===== src/rtl/mem_ctrl_pkg.sv =====
// Size codes, FSM encoding and byte lane helpers for the unified RAM-port controller.
package mem_ctrl_pkg;

    localparam logic [1:0] SIZE_B = 2'd0;
    localparam logic [1:0] SIZE_H = 2'd1;
    localparam logic [1:0] SIZE_W = 2'd2;

    localparam logic [1:0] IO_BASE_HI_DEF = 2'b11;

    typedef enum logic {
        MC_IDLE = 1'b0,
        MC_BUSY = 1'b1
    } mc_state_e;

    // The reserved size code is treated as a full word.
    function automatic logic [2:0] size_to_nbytes(input logic [1:0] size);
        case (size)
            SIZE_B:  return 3'd1;
            SIZE_H:  return 3'd2;
            SIZE_W:  return 3'd4;
            default: return 3'd4;
        endcase
    endfunction

    function automatic logic [7:0] get_byte(input logic [31:0] w, input logic [1:0] idx);
        return w[{idx, 3'b000} +: 8];
    endfunction

    function automatic logic [31:0] put_byte(input logic [31:0] w, input logic [1:0] idx,
                                             input logic [7:0] b);
        logic [31:0] r;
        r = w;
        r[{idx, 3'b000} +: 8] = b;
        return r;
    endfunction

endpackage


===== src/rtl/mem_ctrl.sv =====
// Arbitrates ICache/LSB onto the 8-bit RAM port, one byte per cycle; a word completes 5 cycles after accept.
// Requests wait (no accept) while busy, during a completion pulse, or when a store targets a full IO buffer.
module mem_ctrl
    import mem_ctrl_pkg::*;
#(
    parameter int         RAM_LAT    = 1,
    parameter logic [1:0] IO_BASE_HI = IO_BASE_HI_DEF
) (
    input  logic        clk,
    input  logic        rst,
    input  logic        rdy,
    input  logic        icache_req,
    input  logic [31:0] icache_addr,
    output logic        icache_valid,
    output logic [31:0] icache_instr,
    input  logic        lsb_req,
    input  logic        lsb_we,
    input  logic [1:0]  lsb_size,
    input  logic [31:0] lsb_addr,
    input  logic [31:0] lsb_wdata,
    output logic        lsb_done,
    output logic [31:0] lsb_rdata,
    input  logic        jump_wrong,
    input  logic        io_buffer_full,
    input  logic [7:0]  mem_din,
    output logic [7:0]  mem_dout,
    output logic [31:0] mem_a,
    output logic        mem_wr
);

    localparam logic [2:0] LAT = 3'(RAM_LAT);

    mc_state_e   state_q;
    logic [2:0]  cnt_q;
    logic [2:0]  nbytes_q;
    logic [31:0] addr_q;
    logic [31:0] wdata_q;
    logic [31:0] rdata_q;
    logic        we_q;
    logic        is_ifetch_q;

    logic        icache_valid_q;
    logic [31:0] icache_instr_q;
    logic        lsb_done_q;
    logic [31:0] lsb_rdata_q;
    logic [7:0]  mem_dout_q;
    logic [31:0] mem_a_q;
    logic        mem_wr_q;

    logic        lsb_io_blocked;
    logic        lsb_ok;
    logic        ic_ok;
    logic        can_accept;
    logic        take_lsb;
    logic        take_ic;
    logic [2:0]  nbytes_d;
    logic [31:0] addr_d;
    logic [31:0] wdata_d;
    logic        we_d;

    logic        flush;
    logic        sample;
    logic [1:0]  samp_idx;
    logic [31:0] rdata_d;
    logic        last;
    logic [2:0]  cnt_d;
    logic        issue_next;

    // A load or ifetch is held off by a flush; a store only by a full IO buffer.
    assign lsb_io_blocked = lsb_we && (lsb_addr[17:16] == IO_BASE_HI) && io_buffer_full;
    assign lsb_ok         = lsb_req && (lsb_we ? !lsb_io_blocked : !jump_wrong);
    assign ic_ok          = icache_req && !jump_wrong;
    assign can_accept     = (state_q == MC_IDLE) && !icache_valid_q && !lsb_done_q;
    assign take_lsb       = can_accept && lsb_ok;
    assign take_ic        = can_accept && !lsb_ok && ic_ok;

    assign nbytes_d = take_lsb ? size_to_nbytes(lsb_size) : 3'd4;
    assign addr_d   = take_lsb ? lsb_addr : icache_addr;
    assign wdata_d  = take_lsb ? lsb_wdata : 32'h0;
    assign we_d     = take_lsb && lsb_we;

    // cnt_q is the index of the byte currently on the bus; read data trails it by LAT.
    assign flush      = !we_q && jump_wrong;
    assign sample     = cnt_q >= LAT;
    assign samp_idx   = 2'(cnt_q - LAT);
    assign rdata_d    = sample ? put_byte(rdata_q, samp_idx, mem_din) : rdata_q;
    assign last       = cnt_q == 3'(nbytes_q + LAT - 3'd1);
    assign cnt_d      = cnt_q + 3'd1;
    assign issue_next = cnt_d < nbytes_q;

    always_ff @(posedge clk) begin
        if (!rst) begin
            state_q        <= MC_IDLE;
            cnt_q          <= 3'd0;
            nbytes_q       <= 3'd0;
            addr_q         <= 32'h0;
            wdata_q        <= 32'h0;
            rdata_q        <= 32'h0;
            we_q           <= 1'b0;
            is_ifetch_q    <= 1'b0;
            icache_valid_q <= 1'b0;
            icache_instr_q <= 32'h0;
            lsb_done_q     <= 1'b0;
            lsb_rdata_q    <= 32'h0;
            mem_dout_q     <= 8'h0;
            mem_a_q        <= 32'h0;
            mem_wr_q       <= 1'b0;
        end else if (rdy) begin
            icache_valid_q <= 1'b0;
            lsb_done_q     <= 1'b0;
            case (state_q)
                MC_IDLE: begin
                    if (take_lsb || take_ic) begin
                        state_q     <= MC_BUSY;
                        cnt_q       <= 3'd0;
                        nbytes_q    <= nbytes_d;
                        addr_q      <= addr_d;
                        wdata_q     <= wdata_d;
                        rdata_q     <= 32'h0;
                        we_q        <= we_d;
                        is_ifetch_q <= take_ic;
                        mem_a_q     <= addr_d;
                        mem_wr_q    <= we_d;
                        mem_dout_q  <= wdata_d[7:0];
                    end
                end
                MC_BUSY: begin
                    if (flush || last) begin
                        state_q    <= MC_IDLE;
                        cnt_q      <= 3'd0;
                        mem_a_q    <= 32'h0;
                        mem_wr_q   <= 1'b0;
                        mem_dout_q <= 8'h0;
                        if (!flush) begin
                            if (is_ifetch_q) begin
                                icache_valid_q <= 1'b1;
                                icache_instr_q <= rdata_d;
                            end else begin
                                lsb_done_q <= 1'b1;
                                if (!we_q) begin
                                    lsb_rdata_q <= rdata_d;
                                end
                            end
                        end
                    end else begin
                        cnt_q   <= cnt_d;
                        rdata_q <= rdata_d;
                        if (issue_next) begin
                            mem_a_q    <= addr_q + {29'd0, cnt_d};
                            mem_wr_q   <= we_q;
                            mem_dout_q <= get_byte(wdata_q, cnt_d[1:0]);
                        end else begin
                            mem_a_q    <= 32'h0;
                            mem_wr_q   <= 1'b0;
                            mem_dout_q <= 8'h0;
                        end
                    end
                end
            endcase
        end
    end

    assign icache_valid = icache_valid_q;
    assign icache_instr = icache_instr_q;
    assign lsb_done     = lsb_done_q;
    assign lsb_rdata    = lsb_rdata_q;
    assign mem_dout     = mem_dout_q;
    assign mem_a        = mem_a_q;
    assign mem_wr       = mem_wr_q;

endmodule


===== config.mk =====
export PLATFORM = sky130hd
export DESIGN_NAME = mem_ctrl
export DESIGN_NICKNAME = d
export VERILOG_FILES = /design/src/rtl/mem_ctrl_pkg.sv /design/src/rtl/mem_ctrl.sv
export SDC_FILE = /design/constraint.sdc
export NUM_CORES = 1
export LEC_CHECK = 0
export ABC_AREA = 1
export CAP_MARGIN = 20
export CORE_MARGIN = 3
export CORE_UTILIZATION = 47
export DETAILED_ROUTE_END_ITERATION = 8
export GPL_ROUTABILITY_DRIVEN = 1
export PLACE_DENSITY = 0.77
export SLEW_MARGIN = 10
export SYNTH_ARGS = -nofsm -noshare
export SYNTH_HDL_FRONTEND = slang
export SYNTH_SLANG_ARGS = --single-unit

===== constraint.sdc =====
create_clock -name clk -period 2.5 [get_ports clk]
set_input_delay 0.375 -clock clk [delete_from_list [all_inputs] [get_ports clk]]
set_output_delay 0.375 -clock clk [all_outputs]
set_load 0.01 [all_outputs]

======== Word level (Yosys, flattened, before mapping) ========
Index checks and enable logic that the tools add are counted.
W data, S select, Z words.
word-level totals
  bits of input ports ..................... 114
  register bits after elaboration ......... 212
  output and inout bits ................... 107
operators by class
  magnitude comparators ................... 2
  multiplexer cells ....................... 36
  add/sub/neg operators ................... 6
  bitwise operators ....................... 4
  eq/ne operators ......................... 5
  reductions and logical operators ........ 25
  shift operators ......................... 3
operator list
  operator                  number
  $mux W32                  8
  $pmux W32 S2              2
  $add A32 B3 Y32           1
  $bwmux W32                1
  $shift A8 B7 Y32 const A  1
  $shiftx A32 B6 Y8         1
  $shiftx A8 B7 Y32         1
  $mux W8                   3
  $pmux W8 S2               1
  $mux W1                   14
  $pmux W3 S2               2
  $logic_and A1 B1 Y1       11
  $mux W3                   3
  $neg A5 Y7                1
  $add A3 B1 Y3 const B     2
  $logic_not A1 Y1          6
  $reduce_and A3 Y1         2
  $reduce_and A6 Y1         1
  $reduce_and A5 Y1         1
  $not A1 Y1                4
  $pmux W1 S2               2
  $eq A3 B3 Y1              1
  $ge A3 B1 Y1 const B      1
  $lt A3 B3 Y1              1
  other kinds (9)           10

======== Longest topological paths before layout ========
Gate-level depths: netlist (run 1).
  depth in word-level cells ............... 12
  depth in mapped cells ................... 15
  mapped depth without buffers ............ 13

======== Worst setup path before layout (run 1) ========
No wires, ideal clock.
  path type ............................... reg-to-reg
  start ................................... register cnt_q[0]
  end ..................................... register mem_a_q[25] (netlist: mem_a[25])
  library setup time ...................... 0.070 ns
  path slack .............................. -0.034 ns
  buffers on the path ..................... 3
  data arrival time ....................... 2.464 ns
  stages on the path, launching flop included .. 14
  cell sequence ........................... dfxtp_1 -> buf_2 -> inv_2 -> clkbuf_1 -> ha_1 -> ha_1 -> nand2_1 -> nor2_1 -> nor2_1 -> inv_1 -> nor2_1 -> clkbuf_1 -> nand3_1 -> a21oi_1
on the way
  word-level cells in the longest chain between the ends .. 5
  elaborated cells between the ends (all ways) .. 8
  classes of those cells .................. 2 x add/sub; 1 x order compare; 1 x eq/ne; 3 x mux; 1 x reduce/logical
ends and longest elaborated chain
  what                                                    RTL line                         RTL
  start, declared                                         mem_ctrl.sv:34                   logic [2:0] cnt_q;
  start signal, assigned                                  mem_ctrl.sv:146                  cnt_q <= cnt_d;
  $add A3 B1 Y3                                           mem_ctrl.sv:88                   assign cnt_d = cnt_q + 3'd1;
  $add A32 B3 Y32 / $lt A3 B3 Y1 (equally long branches)  mem_ctrl.sv:149, mem_ctrl.sv:89
  $mux W32                                                mem_ctrl.sv:148                  if (issue_next) begin
  $mux W32 (*)                                            mem_ctrl.sv:128                  if (flush || last) begin
  $pmux W32 S2 (*)                                        mem_ctrl.sv:111                  case (state_q)
  end signal, assigned                                    mem_ctrl.sv:122                  mem_a_q <= addr_d;
  end signal, assigned                                    mem_ctrl.sv:149                  mem_a_q <= addr_q + {29'd0, cnt_d};
  end, declared                                           mem_ctrl.sv:47                   logic [31:0] mem_a_q;
Mark *: on every way between the ends. The rest lies on a longest branch, timed or not.
A chain may end at the register's enable or synchronous reset.

======== Worst setup path in the final report (run 1) ========
  start ................................... register cnt_q[0]
  end ..................................... register lsb_rdata_q[23] (netlist: lsb_rdata[23])
on the way
  word-level cells in the longest chain between the ends .. 5
  elaborated cells between the ends (all ways) .. 10
  classes of those cells .................. 2 x add/sub; 1 x order compare; 1 x eq/ne; 2 x shift; 2 x mux; 2 x reduce/logical
ends and longest elaborated chain
  what                                                          RTL line            RTL
  $sub A2 B1 Y2                                                 mem_ctrl.sv:85      assign samp_idx = 2'(cnt_q - LAT);
  $neg A5 Y7                                                    mem_ctrl_pkg.sv:33  r[{idx, 3'b000} +: 8] = b;
  $shiftx A8 B7 Y32 / $shift A8 B7 Y32 (equally long branches)  mem_ctrl_pkg.sv:33
  $bwmux W32                                                    mem_ctrl_pkg.sv:33
  $mux W32                                                      mem_ctrl.sv:86      assign rdata_d = sample ? put_byte(rdata_q, samp_idx, mem_din) : rdata_q;
  end signal, assigned                                          mem_ctrl.sv:141     lsb_rdata_q <= rdata_d;
  end, declared                                                 mem_ctrl.sv:45      logic [31:0] lsb_rdata_q;
Parallel ways exist; a longest one is shown, timed or not.

==> results of run 1 <==
## routing by layer
layer	wire (um)	track usage (%)	vias up
met5	7	0	-
met2	15100	42.3	467
met4	808	7.09	2
met1	14300	35.7	5180
li1	-	-	5541
met3	2470	3.99	58
## cell type report
| class | instances | area, um^2 |
|---|---|---|
| Fill cell | 2008 | 7970 |
| Multi-Input combinational cell | 1158 | 5430 |
| Inverter | 123 | 469 |
| Clock buffer | 35 | 681 |
| Timing Repair Buffer | 265 | 2660 |
| Clock inverter | 6 | 86.3 |
| Sequential cell | 212 | 4250 |
| Tap cell | 280 | 350 |
## flip-flops by register name, summed over array words and instances (netlist names)
name	count
rdata_q	32
addr_q	32
nbytes_q	3
cnt_q	3
state_q	1
wdata_q	32
we_q	1
icache_valid	1
mem_wr	1
mem_dout	8
icache_instr	32
mem_a	32
lsb_rdata	32
lsb_done	1
is_ifetch_q	1
## stage by stage
stage	setup TNS (ns)	total power (uW)	std cells
finish	0	8390	2079
floorplan	0	4390	1591
CTS	0	8420	2078
detailed placement	-0.758	5000	2037
global route	-2.02	8720	2079
global placement	0	4970	2037
## layout by cell type (no fill, tap or decap), types with 3 or more instances in the layout
cell,Yosys,routed
nand2_1,414,412
nor2_1,234,232
clkdlybuf4s50_1,0,219
dfxtp_1,212,211
a21oi_1,150,150
nand3_1,141,141
inv_1,114,114
o21ai_0,84,56
buf_4,9,35
a22oi_1,31,31
o21ai_1,8,30
clkbuf_16,0,23
nand4_1,21,21
a211oi_1,15,15
nand3b_1,12,12
ha_1,11,10
buf_12,0,9
xor2_1,9,8
inv_2,8,7
xnor2_1,6,6
o21ai_2,0,6
clkbuf_8,0,6
clkbuf_1,60,6
o21bai_1,4,4
nor3_4,1,3
nor2_2,2,3
nand2_2,1,3
nor3_1,3,3
## power breakdown
| group | internal [uW] | leakage, uW | switching, uW |
|---|---|---|---|
| Sequential | 3530 | 0.00172 | 119 |
| Combinational | 580 | 0.00327 | 714 |
| Clock | 2080 | 0.000374 | 1370 |
## worst reg2reg max path, cell delays in order, from the launching register on
cell	delay (ns)
dfxtp_2	0.42
buf_4	0.38
ha_1	0.26
inv_2	0.10
nand4_1	0.14
nand2_1	0.34
o21ai_1	0.44
nand3_1	0.14
a21oi_1	0.15
## what timing repair did
action                     in CTS  in global routing
setup endpoints to repair      24                 93
buffers inserted                0                  0
pin swaps                       0                  0
resized for setup               3                 38
## cell families after synthesis
family                     synth area share, %
AOI/OAI and AO/OA                         15.4
xor gates and xnor gates                  1.25
adders and majority gates                 1.50
buffers and inverters                     8.64
DFF                                       40.4
and+or+nand+nor                           32.9
## worst max path at each step
| stage | slack [ns] | endpoint |
|---|---|---|
| finish | 0.05 | lsb_rdata[23] |
| global route | -0.09 | lsb_rdata[13] |
| CTS | 0.02 | icache_instr[13] |
| detailed placement | -0.09 | mem_a[24] |
| global placement | 0.0006 | rdata_q[5] |
| floorplan | 0.04 | mem_a[14] |
==> impl_metrics.csv, run 1 <==
group,metric,value,unit
sta,worst_slack,0.0519,ns
die,core,0.0219,mm^2
worst_setup_path,slowest_stage,"o21ai_1",
worst_hold_path,holdPathStages,3,
global_route,grt_overflow,0,
final_layout,final_util,63.6,%
worst_setup_path,crit_chain,"buf_4, ha_1, inv_2, nand4_1, nand2_1, o21ai_1, nand3_1, a21oi_1",
sta,period_minus_slack,2.45,ns
logic_synthesis,synth_seq_cells,212,
routing,drt_iter0_drc,822,
final_layout,diodes,0,
routing,drt_wl_total,32.6,mm
routing,firstDrtPassIters,5,
logic_synthesis,async_flop_share,0,%
logic_synthesis,synth_commonest_cells,"nand2_1, nor2_1, dfxtp_1, a21oi_1, nand3_1",
worst_setup_path,cpLargestDelayFamily,"simple AND/OR/NAND/NOR gates",
sta,worst_pin_slew,0.679,ns
logic_synthesis,yosysWarnings,0,
clocking,cts_buffers,23,
worst_setup_path,crit_buf_inv,2,
worst_hold_path,min_to,"we_q",
final_layout,stdcell_area,0.0139,mm^2
global_route,grt_max_degree,69,
worst_setup_path,critPathLaunch,"cnt_q[0]",
die,start_util,48.0,%
worst_setup_path,crit_path_start_kind,"flop",
clocking,root_buffer,"clkbuf_16",
die,rows,54,
sta,hold_ws,0.401,ns
die,pin_count,221,
pwr,pwr_density_cell,603,mW/mm^2
worst_setup_path,crit_required,2.95,ns
final_layout,nets,1909,
place,placed_cell_area,0.0131,mm^2
logic_synthesis,netlist_area,0.0105,mm^2
die,die_area,0.0242,mm^2
sta,period_share,97.9,%
global_route,grt_pass1_wl,52.2,mm
clocking,clk_latency,0.51,ns
pwr,p_leak,0.00536,uW
routing,drt-wirelength-per-cell,15.7,um
pwr,irDropWorstVdd,0.517,mV
worst_setup_path,path_max_fanout,35,
clocking,htreeDepth,1,
logic_synthesis,syn_inst,1591,
worst_setup_path,max_stage_delay,0.43,ns
sta,rsz0062_at_grt,"yes",
clocking,clock-sinks,212,
worst_setup_path,cp.depth,8,
logic_synthesis,synth_edf_count,0,
logic_synthesis,synth_nets,1717,
die,die_h,156,um
final_layout,syn_to_final_growth,32.4,%
final_layout,drive_above_1_share,6.23,%
die,die_x,156,um
place,port_buffers,220,
worst_setup_path,worst_r2r_path_depth,8,
worst_setup_path,crit_arrival,2.89,ns
routing,vias,11200,
clocking,clkTransAtPathRegs,0.06,ns
place,dpl.hpwl,22.8,mm
clocking,holdBufCountCts,0,
worst_setup_path,r2r-start,"cnt_q[0]",
sta,report.final.setup_viol,0,
routing,routed_via_density,5.41,
worst_setup_path,crit_type,"flop to flop",
global_route,grt_pass1_vias,10200,
worst_setup_path,r2r-end,"lsb_rdata[23]",
logic_synthesis,synth_top_cell_area_share,40.4,%
logic_synthesis,synth_flop_cell,"dfxtp_1",
worst_setup_path,ff2ff_setup_slack,0.05,ns
logic_synthesis,yosysTopAreaCell,"dfxtp_1",
clocking,cts.path.max_buffers,3,
logic_synthesis,synth.avg_cell_area,6.61,um^2
global_route,antenna_found_initial,1,
logic_synthesis,yosys.cell_count.top_type,"nand2_1",
global_route,grt_use_total,25.8,%
sta,max_freq,408,MHz
clocking,cts_tree,"yes",
outcome,outcome,"finished clean",
place,place_ws,-0.0946,ns
sta,hold_viol_final,0,
worst_hold_path,min_path_type,"input port to flop",
place,gp_congestion,0.901,
sta,slew_headroom,54.7,%
worst_setup_path,endpoint_kind,"flop",
sta,report.final.slew_viol_count,0,
routing,drtAntennaViolNets,0,
worst_hold_path,min_from,"rst",
run,drv_cap,0,
routing,drc,0,
logic_synthesis,synth.area.top_cells,"dfxtp_1, nand2_1, nor2_1, a21oi_1, nand3_1",
logic_synthesis,synth_cell_type_count,35,
logic_synthesis,ys_seq_area_share,40.4,%
sta,finalClockSkew,0.0119,ns
(Power assumes the default switching activity.)
==> inputs of run 2 (changes only) <==
Settings changed: ABC_CLOCK_PERIOD_IN_PS set to 2500, CORE_MARGIN 3 to not set.
==> run 2 against run 1 <==
Against the previous run: utilization is 0.25 points lower; combinational power hardly changed; non-clock buffer count is 2 higher; worst hold slack worse by 0.045 ns; critical endpoint is now icache_instr[6].
==> impl_metrics.csv, run 2 (synthesized netlist as in run 1, its figures left out) <==
group,metric,value,unit
worst_setup_path,cpLargestDelayFamily,"compound AO/OA/AOI/OAI gates",
run,drv_cap,0,
clocking,cts.path.max_buffers,3,
pwr,seq_power_share,43.9,%
worst_setup_path,crit_chain,"inv_1, ha_2, buf_4, nand3_1, o21ai_0, nand3_1, a21oi_1",
worst_setup_path,cp_common_cell,"nand3_1",
sta,report.final.slew_viol_count,0,
sta,worst_pin_slew,0.670,ns
clocking,cts_buffers,23,
global_route,grt_overflow,0,
worst_hold_path,min_to,"lsb_rdata[28]",
routing,routed_via_density,5.37,
final_layout,nets,1911,
final_layout,final_cell_mix,"nand2_1, nor2_1, clkdlybuf4s50_1",
place,placed_cell_area,0.0131,mm^2
global_route,grt_max_degree,69,
pwr,p_switching,2230,uW
pwr,switching_share,26.9,%
place,gp_congestion,0.904,
sta,period_minus_slack,2.33,ns
global_route,grt_pass1_wl,50.9,mm
global_route,grt_use_total,27.5,%
worst_setup_path,crit_buf_inv,2,
final_layout,syn_to_final_growth,31.8,%
worst_setup_path,path_max_fanout,25,
worst_setup_path,cp.depth,7,
outcome,outcome,"finished clean",
worst_setup_path,endpoint_kind,"flop",
die,die_area,0.0230,mm^2
final_layout,diodes,0,
pwr,combPwrFrac,15.4,%
routing,drt_iter0_drc,795,
worst_setup_path,r2r-end,"icache_instr[6]",
worst_setup_path,r2r-start,"cnt_q[1]",
worst_hold_path,holdPathStages,3,
die,rows,54,
worst_hold_path,min_from,"rst",
worst_setup_path,crit_arrival,2.77,ns
routing,drt-wirelength-per-cell,15.3,um
final_layout,stdcell_area,0.0139,mm^2
clocking,htreeDepth,1,
die,die_x,152,um
clocking,root_buffer,"clkbuf_16",
routing,drt_wl_total,31.8,mm
die,start_util,48.0,%
final_layout,final_common_cell,"nand2_1",
worst_setup_path,slowest_stage,"o21ai_0",
sta,slew_headroom,55.3,%
clocking,clock-sinks,212,
pwr,p_int,6060,uW
worst_setup_path,max_stage_delay,0.47,ns
sta,max_freq,428,MHz
pwr,pwr-share-clk,40.7,%
final_layout,num-fill-cells,1989,
worst_setup_path,crit_path_start_kind,"flop",
final_layout,multi_input_area,0.00541,mm^2
die,core,0.0219,mm^2
pwr,pwr_density_cell,598,mW/mm^2
die,pin_count,221,
final_layout,ff_latch_area,0.00425,mm^2
pwr,irDropWorstVdd,0.442,mV
sta,period_share,93.4,%
worst_setup_path,worst_r2r_path_depth,7,
routing,vias,11200,
sta,rsz0062_at_grt,"yes",
worst_setup_path,ff2ff_setup_slack,0.17,ns
clocking,holdBufCountCts,0,
sta,finalClockSkew,0.00605,ns
global_route,grt_pass1_vias,10300,
worst_setup_path,crit_type,"flop to flop",
routing,drc,0,
die,die_h,152,um
clocking,clkTransAtPathRegs,0.06,ns
sta,final.setup.tns,0,ns
worst_hold_path,min_path_type,"input port to flop",
clocking,clk_latency,0.51,ns
routing,firstDrtPassIters,5,
clocking,cts_tree,"yes",
sta,report.final.setup_viol,0,
pwr,p_leak,0.00536,uW
place,dpl.hpwl,22.3,mm
final_layout,drive_above_1_share,6.16,%
global_route,antenna_found_initial,0,
worst_setup_path,critPathLaunch,"cnt_q[1]",
worst_setup_path,crit_required,2.94,ns
routing,drtAntennaViolNets,0,
sta,hold_viol_final,0,
place,port_buffers,220,
[run 2: what timing repair did]
item / 4_1_cts / 5_1_grt
setup endpoints to repair: 6 / 54
cloned: 0 / 0
resized for setup: 2 / 8
setup buffers: 0 / 1
[run 2: worst reg2reg max path, stage by stage (launching register included)]
cell	delay (ns)
dfxtp_2	0.40
inv_1	0.12
ha_2	0.40
buf_4	0.30
nand3_1	0.26
o21ai_0	0.47
nand3_1	0.13
a21oi_1	0.17
[run 2: per-stage QoR]
stage               utilization (%)  total power [uW]  setup WS, ns  hold WS [ns]  std cells
finish                         63.3              8290         0.166         0.356       2081
global route                   63.3              8600       -0.0126         0.378       2081
CTS                            63.2              8320        0.0272         0.356       2080
detailed placement             59.8              4980       -0.0736         0.454       2039
global placement               59.8              4960       -0.0134         0.446       2039
floorplan                         -              4390        0.0408         0.440       1591
[run 2: power groups by stage]
stage	Sequential [uW]	Clock [uW]	Combinational, uW
finish	3640	3370	1280
global route	3660	3530	1410
CTS	3640	3400	1280
detailed placement	3710	0	1270
global placement	3710	0	1250
floorplan	3720	0	678
[run 2: layout make-up]
cell class / instances / share of cell area, %
clock inverter: 12 / 0.867
clock buffer: 29 / 4.46
inverter: 123 / 3.38
timing repair buffer: 267 / 19.1
multi-input combinational: 1158 / 39.0
sequential: 212 / 30.6
tap: 280 / 2.53
[run 2: how the worst max path moves through the flow]
stage,to
after global placement,mem_a[28]
final,icache_instr[6]
after CTS,mem_a[14]
after floorplan,mem_a[14]
after global routing,icache_instr[6]
after detailed placement,mem_a[28]
[run 2: layer usage]
metal | vias up | routed length (um) | global-route usage [%]
li1 | 5549 | - | -
met1 | 5098 | 13800 | 37.1
met2 | 467 | 14900 | 45.6
met3 | 56 | 2340 | 4.10
met4 | 0 | 725 | 7.77
met5 | - | 0 | 0
==> inputs of run 3 (changes only) <==
Settings changed: CORE_MARGIN set to 2.
==> run 3 against run 2 <==
Against the previous run: via count up 0.11%; routed wire length rose by 1.3%; combinational power about the same; utilization grew 0.30 points; critical endpoint is now rdata_q[24].
==> impl_metrics.csv, run 3 (synthesized netlist as in run 1, its figures left out) <==
group,metric,value,unit
outcome,outcome,"finished clean",
global_route,antenna_found_initial,0,
worst_setup_path,crit_type,"flop to flop",
clocking,cts_buffers,24,
sta,max_freq,420,MHz
worst_hold_path,min_from,"rst",
sta,finalClockSkew,0.00799,ns
global_route,grt_pass1_wl,52.4,mm
worst_setup_path,endpoint_kind,"flop",
die,die_h,154,um
worst_hold_path,min_path_type,"input port to flop",
clocking,htreeDepth,1,
worst_hold_path,holdPathStages,3,
run,drv_cap,0,
die,core,0.0219,mm^2
worst_setup_path,ff2ff_setup_slack,0.12,ns
sta,final.setup.tns,0,ns
final_layout,num-fill-cells,1976,
worst_setup_path,critPathLaunch,"cnt_q[0]",
sta,hold_viol_final,0,
die,start_util,48.0,%
clocking,root_buffer,"clkbuf_16",
pwr,p_leak,0.00538,uW
routing,drt_iter0_drc,846,
place,port_buffers,220,
worst_setup_path,worst_r2r_path_depth,8,
routing,routed_via_density,5.38,
sta,rsz0062_at_grt,"no",
die,pin_count,221,
worst_setup_path,crit_path_start_kind,"flop",
final_layout,nets,1908,
final_layout,syn_to_final_growth,32.5,%
routing,drt_wl_total,32.2,mm
die,die_x,154,um
routing,vias,11200,
global_route,grt_use_met3,3.83,%
clocking,clock-sinks,212,
die,die_area,0.0236,mm^2
worst_setup_path,r2r-start,"cnt_q[0]",
sta,period_minus_slack,2.38,ns
worst_setup_path,r2r-end,"rdata_q[24]",
pwr,pwr_density_cell,608,mW/mm^2
final_layout,final_common_cell,"nand2_1",
global_route,top_usage_layer,"met2",
global_route,grt_max_degree,68,
routing,firstDrtPassIters,5,
die,rows,54,
clocking,post-cts-setup-buffer-count,0,
final_layout,final_util,63.6,%
final_layout,final_cell_mix,"nand2_1, nor2_1, clkdlybuf4s50_1",
sta,hold_ws,0.409,ns
worst_setup_path,crit_end,"rdata_q[24]",
final_layout,drive_above_1_share,6.50,%
sta,slew_headroom,54.0,%
global_route,use_met2,44.1,%
final_layout,diodes,0,
sta,report.final.setup_viol,0,
place,gp_congestion,0.925,
clocking,holdBufCountCts,0,
clocking,cts_tree,"yes",
sta,report.final.slew_viol_count,0,
global_route,grt_pass1_vias,10500,
global_route,grt_use_total,26.5,%
place,dpl.hpwl,22.4,mm
sta,worst_pin_slew,0.691,ns
pwr,irDropWorstVdd,0.363,mV
clocking,clkTransAtPathRegs,0.06,ns
sta,period_share,95.3,%
worst_setup_path,crit_arrival,2.82,ns
clocking,cts.path.max_buffers,3,
clocking,ctsResizeCount,2,
global_route,use_met1,36.2,%
routing,drtAntennaViolNets,0,
global_route,grt_overflow,0,
routing,drt-wirelength-per-cell,15.5,um
pwr,total_power,8470,uW
routing,drc,0,
clocking,clk_latency,0.51,ns
worst_setup_path,crit_required,2.94,ns
worst_setup_path,path_max_fanout,25,
## run 3: cell types whose count changed in the layout (fill, tap and decap cells not counted), sizes merged
cell / before / now
buf: 48 / 44
bufinv: 2 / 1
clkbuf: 29 / 37
clkinv: 9 / 6
clkinvlp: 1 / 0
inv: 123 / 122
## run 3: layout make-up
type | instances | area [um^2] | share of cell area [%]
clock buffers | 37 | 751 | 5.39
inverters | 123 | 469 | 3.37
multi-input cells | 1158 | 5430 | 39.0
repair buffers | 263 | 2620 | 18.8
clock inverters | 6 | 55.1 | 0.395
flip-flops and latches | 212 | 4250 | 30.5
well taps | 280 | 350 | 2.52
## run 3: worst min-delay path by stage
stage	slack, ns	endpoint
floorplan	0.44	wdata_q[0]
global placement	0.45	rdata_q[12]
detailed placement	0.45	rdata_q[17]
CTS	0.38	wdata_q[7]
global route	0.42	wdata_q[30]
finish	0.41	wdata_q[7]
## run 3: where the power goes
part	switching, uW	internal [uW]	leakage [uW]
Combinational	713	576	0.00326
Clock	1380	2160	0.000404
Sequential	115	3530	0.00172
Total	2200	6260	0.00538
## run 3: per-stage QoR
step                      worst slack [ns]  cell area, um^2  std cells
after global routing               0.00848            13900       2079
after CTS                          0.00997            13900       2079
final                                0.118            13900       2079
after global placement              0.0305            13100       2036
after floorplan                     0.0408            10500       1591
after detailed placement            0.0130            13100       2036
## run 3: critical path, cell delays in order (launching register included)
cell     delay (ns)
dfxtp_2        0.39
inv_2          0.07
ha_1           0.38
buf_4          0.27
inv_1          0.26
nand4_1        0.19
o21ai_0        0.46
nand2_1        0.13
a21oi_1        0.16
## run 3: layer usage
layer | part of all wire (%) | vias up
met2 | 47 | 442
met1 | 44 | 5133
met5 | 0 | -
met4 | 2.0 | 0
met3 | 7.0 | 53
li1 | - | 5554
==> variant: new RTL, flow settings as in run 1 <==
Reset style: asynchronous (`rst`), changed in one clocked block.
--- a/src/rtl/mem_ctrl.sv
+++ b/src/rtl/mem_ctrl.sv
@@ -89,5 +89,5 @@
     assign issue_next = cnt_d < nbytes_q;
 
-    always_ff @(posedge clk) begin
+    always_ff @(posedge clk or negedge rst) begin
         if (!rst) begin
             state_q        <= MC_IDLE;
Formal check against the unedited RTL: differs if rst is asserted again (counterexample within 4 cycles, from zero or initial values and one cycle with rst low); with rst held inactive, the same outputs for 4 cycles.
==> variant against run 1 <==
Area after synthesis up 1.4%. Sequential cell count unchanged. Critical path depth did not move. Final area increased by 1.4%. Maximum frequency increased by 3.5%. Setup slack gained 82 ps. Routed wire length shrank 4.5%. Highest routed layer unchanged.
Power is not compared: it rests on default switching activity, and its combinational part moved more than twofold at a synthesized area within 25%.
==> variant: results (changes against run 1) <==
Outcome: finished, final reports clean (unchanged). The placed wire-length estimate after detailed placement was 22700 um (was 22800 um). The data-path buffer share of cell area in the final layout was 18.7% (was 19.1%). The worst-case IR drop observed on VDD is 477 uV. The fraction of layout cells with a size suffix above 1 came to 7.32% (was 6.23%). The number of global-route vias before repair is 9815 (was 10200).

The total inserted antenna cells is 1 (was 0). The total number of vias is 10300 (was 11200). The count of fill cells added during filler insertion is 1859 (was 2008). The total track usage was 24.8% (was 25.8%). The arrival time of data at the critical path endpoint came out at 2800 ps (was 2890 ps). The synthesized area per cell came out at 7.63 um^2 (was 6.61 um^2). The non-clock inverter total of the final layout came out at 119 (was 123).

The worst relative slew slack came out at 55.4% (was 54.7%). The sum of routed wire segments on met1 came out at 13000 um (was 14300 um). The final RePlAce weighted congestion is 0.900 (was 0.901). The clock buffer count in the final layout is 33 (was 35). Biggest area contributors in the synthesized netlist: dfrtp_1, nand2_1, o21ai_0 (was dfxtp_1, nand2_1, nor2_1). The register share of the cell area is 37.6% (was 30.5%). The total number of yosys warnings was 0 (unchanged). The post-placement cell count came out at 1880 (was 2037).

The number of nets in the final layout is 1752 (was 1909). The number of antenna violations at the first check in global routing came out at 2 (was 1). The proportion of synthesized flip-flops having asynchronous set or reset is 100% (was 0%). The fraction of the yosys area taken by sequential cells came to 49.7% (was 40.4%). The routed wire length on met3 is 2240 um (was 2470 um). The sum of routed wire length over all layers is 31200 um (was 32600 um). The met2 layer usage reported by global route is 42.5% (was 42.3%). The number of setup violations in the final report is 0 (unchanged). The number of nets produced by synthesis came out at 1524 (was 1717). The share of the final layout cell area in multi-input gates came to 32.8% (was 39.0%). The maximum number of pins on one net before global-route repair came out at 61 (was 69). The wire length of the first global-routing pass is 49800 um (was 52200 um). The number of distinct standard cells referenced by the synthesized netlist is 41 (was 35). The total met2 wirelength after detailed routing is 15300 um (was 15100 um).

The first-iteration detailed-routing DRC count is 837 (was 822). The fraction of met3 tracks used by global routing is 4.01% (was 3.99%). The sequential cell count of the final layout came out at 212 (unchanged).

The largest fanout of any net on the critical path was 16 (was 35). The core area came to 22100 um^2 (was 21900 um^2). The proportion of cell area spent on the clock network is 5.25% (was 5.51%). The setup clock skew after layout is 11.7 ps (was 11.9 ps). The deepest clock path buffer count came out at 3 (unchanged).

The per-cell routed wire length is 16.2 um (was 15.7 um). The count of multi-input gates was 1004 (was 1158). Most frequent cells after synthesis: nand2_1, dfrtp_1, nor2_1 (was nand2_1, nor2_1, dfxtp_1). The total iterations of the first detailed-routing run is 5 (unchanged).

The post-placement cell area came out at 13300 um^2 (was 13100 um^2). The class of the worst hold path is in -> async (was in -> reg). The global-route track usage on met1 is 33.2% (was 35.7%).

The post-placement worst setup slack came out at -10.4 ps (was -94.6 ps). The buffer count excluding the clock tree in the final layout came to 266 (was 265). The area of all placed cells without fillers came to 14100 um^2 (was 13900 um^2).
variant: changes by cell type after synthesis, moves of 33 or more:
| cell | run 1 | this run |
|---|---|---|
| nand3_1 | 141 | 72 |
| o21ai_1 | 8 | 56 |
| a21oi_1 | 150 | 56 |
| dfxtp_1 | 212 | 0 |
| dfrtp_1 | 0 | 212 |
| nand2_1 | 414 | 527 |
| clkbuf_1 | 60 | 27 |
| nor2_1 | 234 | 109 |
variant: power groups by stage:
stage               clock (mW)  combinational, mW  sequential, mW
floorplan                    0               3.36            5.28
global placement             0               5.78            5.28
detailed placement           0               5.90            5.29
CTS                       3.39               5.94            5.25
global route              3.55               6.65            5.39
finish                    3.33               5.99            5.28
variant: worst paths after layout:
path | startpoint | to | slack [ps] | depth (start not counted)
worst max-delay path | cnt_q[0] | lsb_rdata[15] | 130 | 8
worst min-delay path | rst | icache_instr[25] | 420 | 2
worst max register to register | cnt_q[0] | lsb_rdata[15] | 130 | 8
worst min register to register | wdata_q[5] | wdata_q[5] | 460 | 2
max in group asynchronous | rst | addr_q[7] | 1320 | 3
min in group clk | lsb_wdata[17] | wdata_q[17] | 430 | 3
variant: worst max-delay path, cell delays in order, from the launching register on:
cell	delay (ps)
dfrtp_1	420
buf_4	220
ha_1	200
inv_2	90
nand4_1	130
nand2_1	350
o21ai_0	680
nand3_1	140
nand2_1	90
variant: cell families after synthesis:
kind of cell / after synthesis / synth area share (%)
AND/OR/NAND/NOR: 745 / 28.5
adder cells (fa/ha/maj): 12 / 1.48
buffers and inverters: 182 / 7.39
AO/OA/AOI/OAI: 236 / 12.0
XOR/XNOR: 11 / 0.903
flip-flops: 212 / 49.7
variant: repair_timing:
item,CTS,global route
hold buffers,1,0
cloned,0,0
endpoints found under the setup margin,5,45
gates resized for setup,2,15
hold endpoints to repair,55,0
pin swaps,0,2
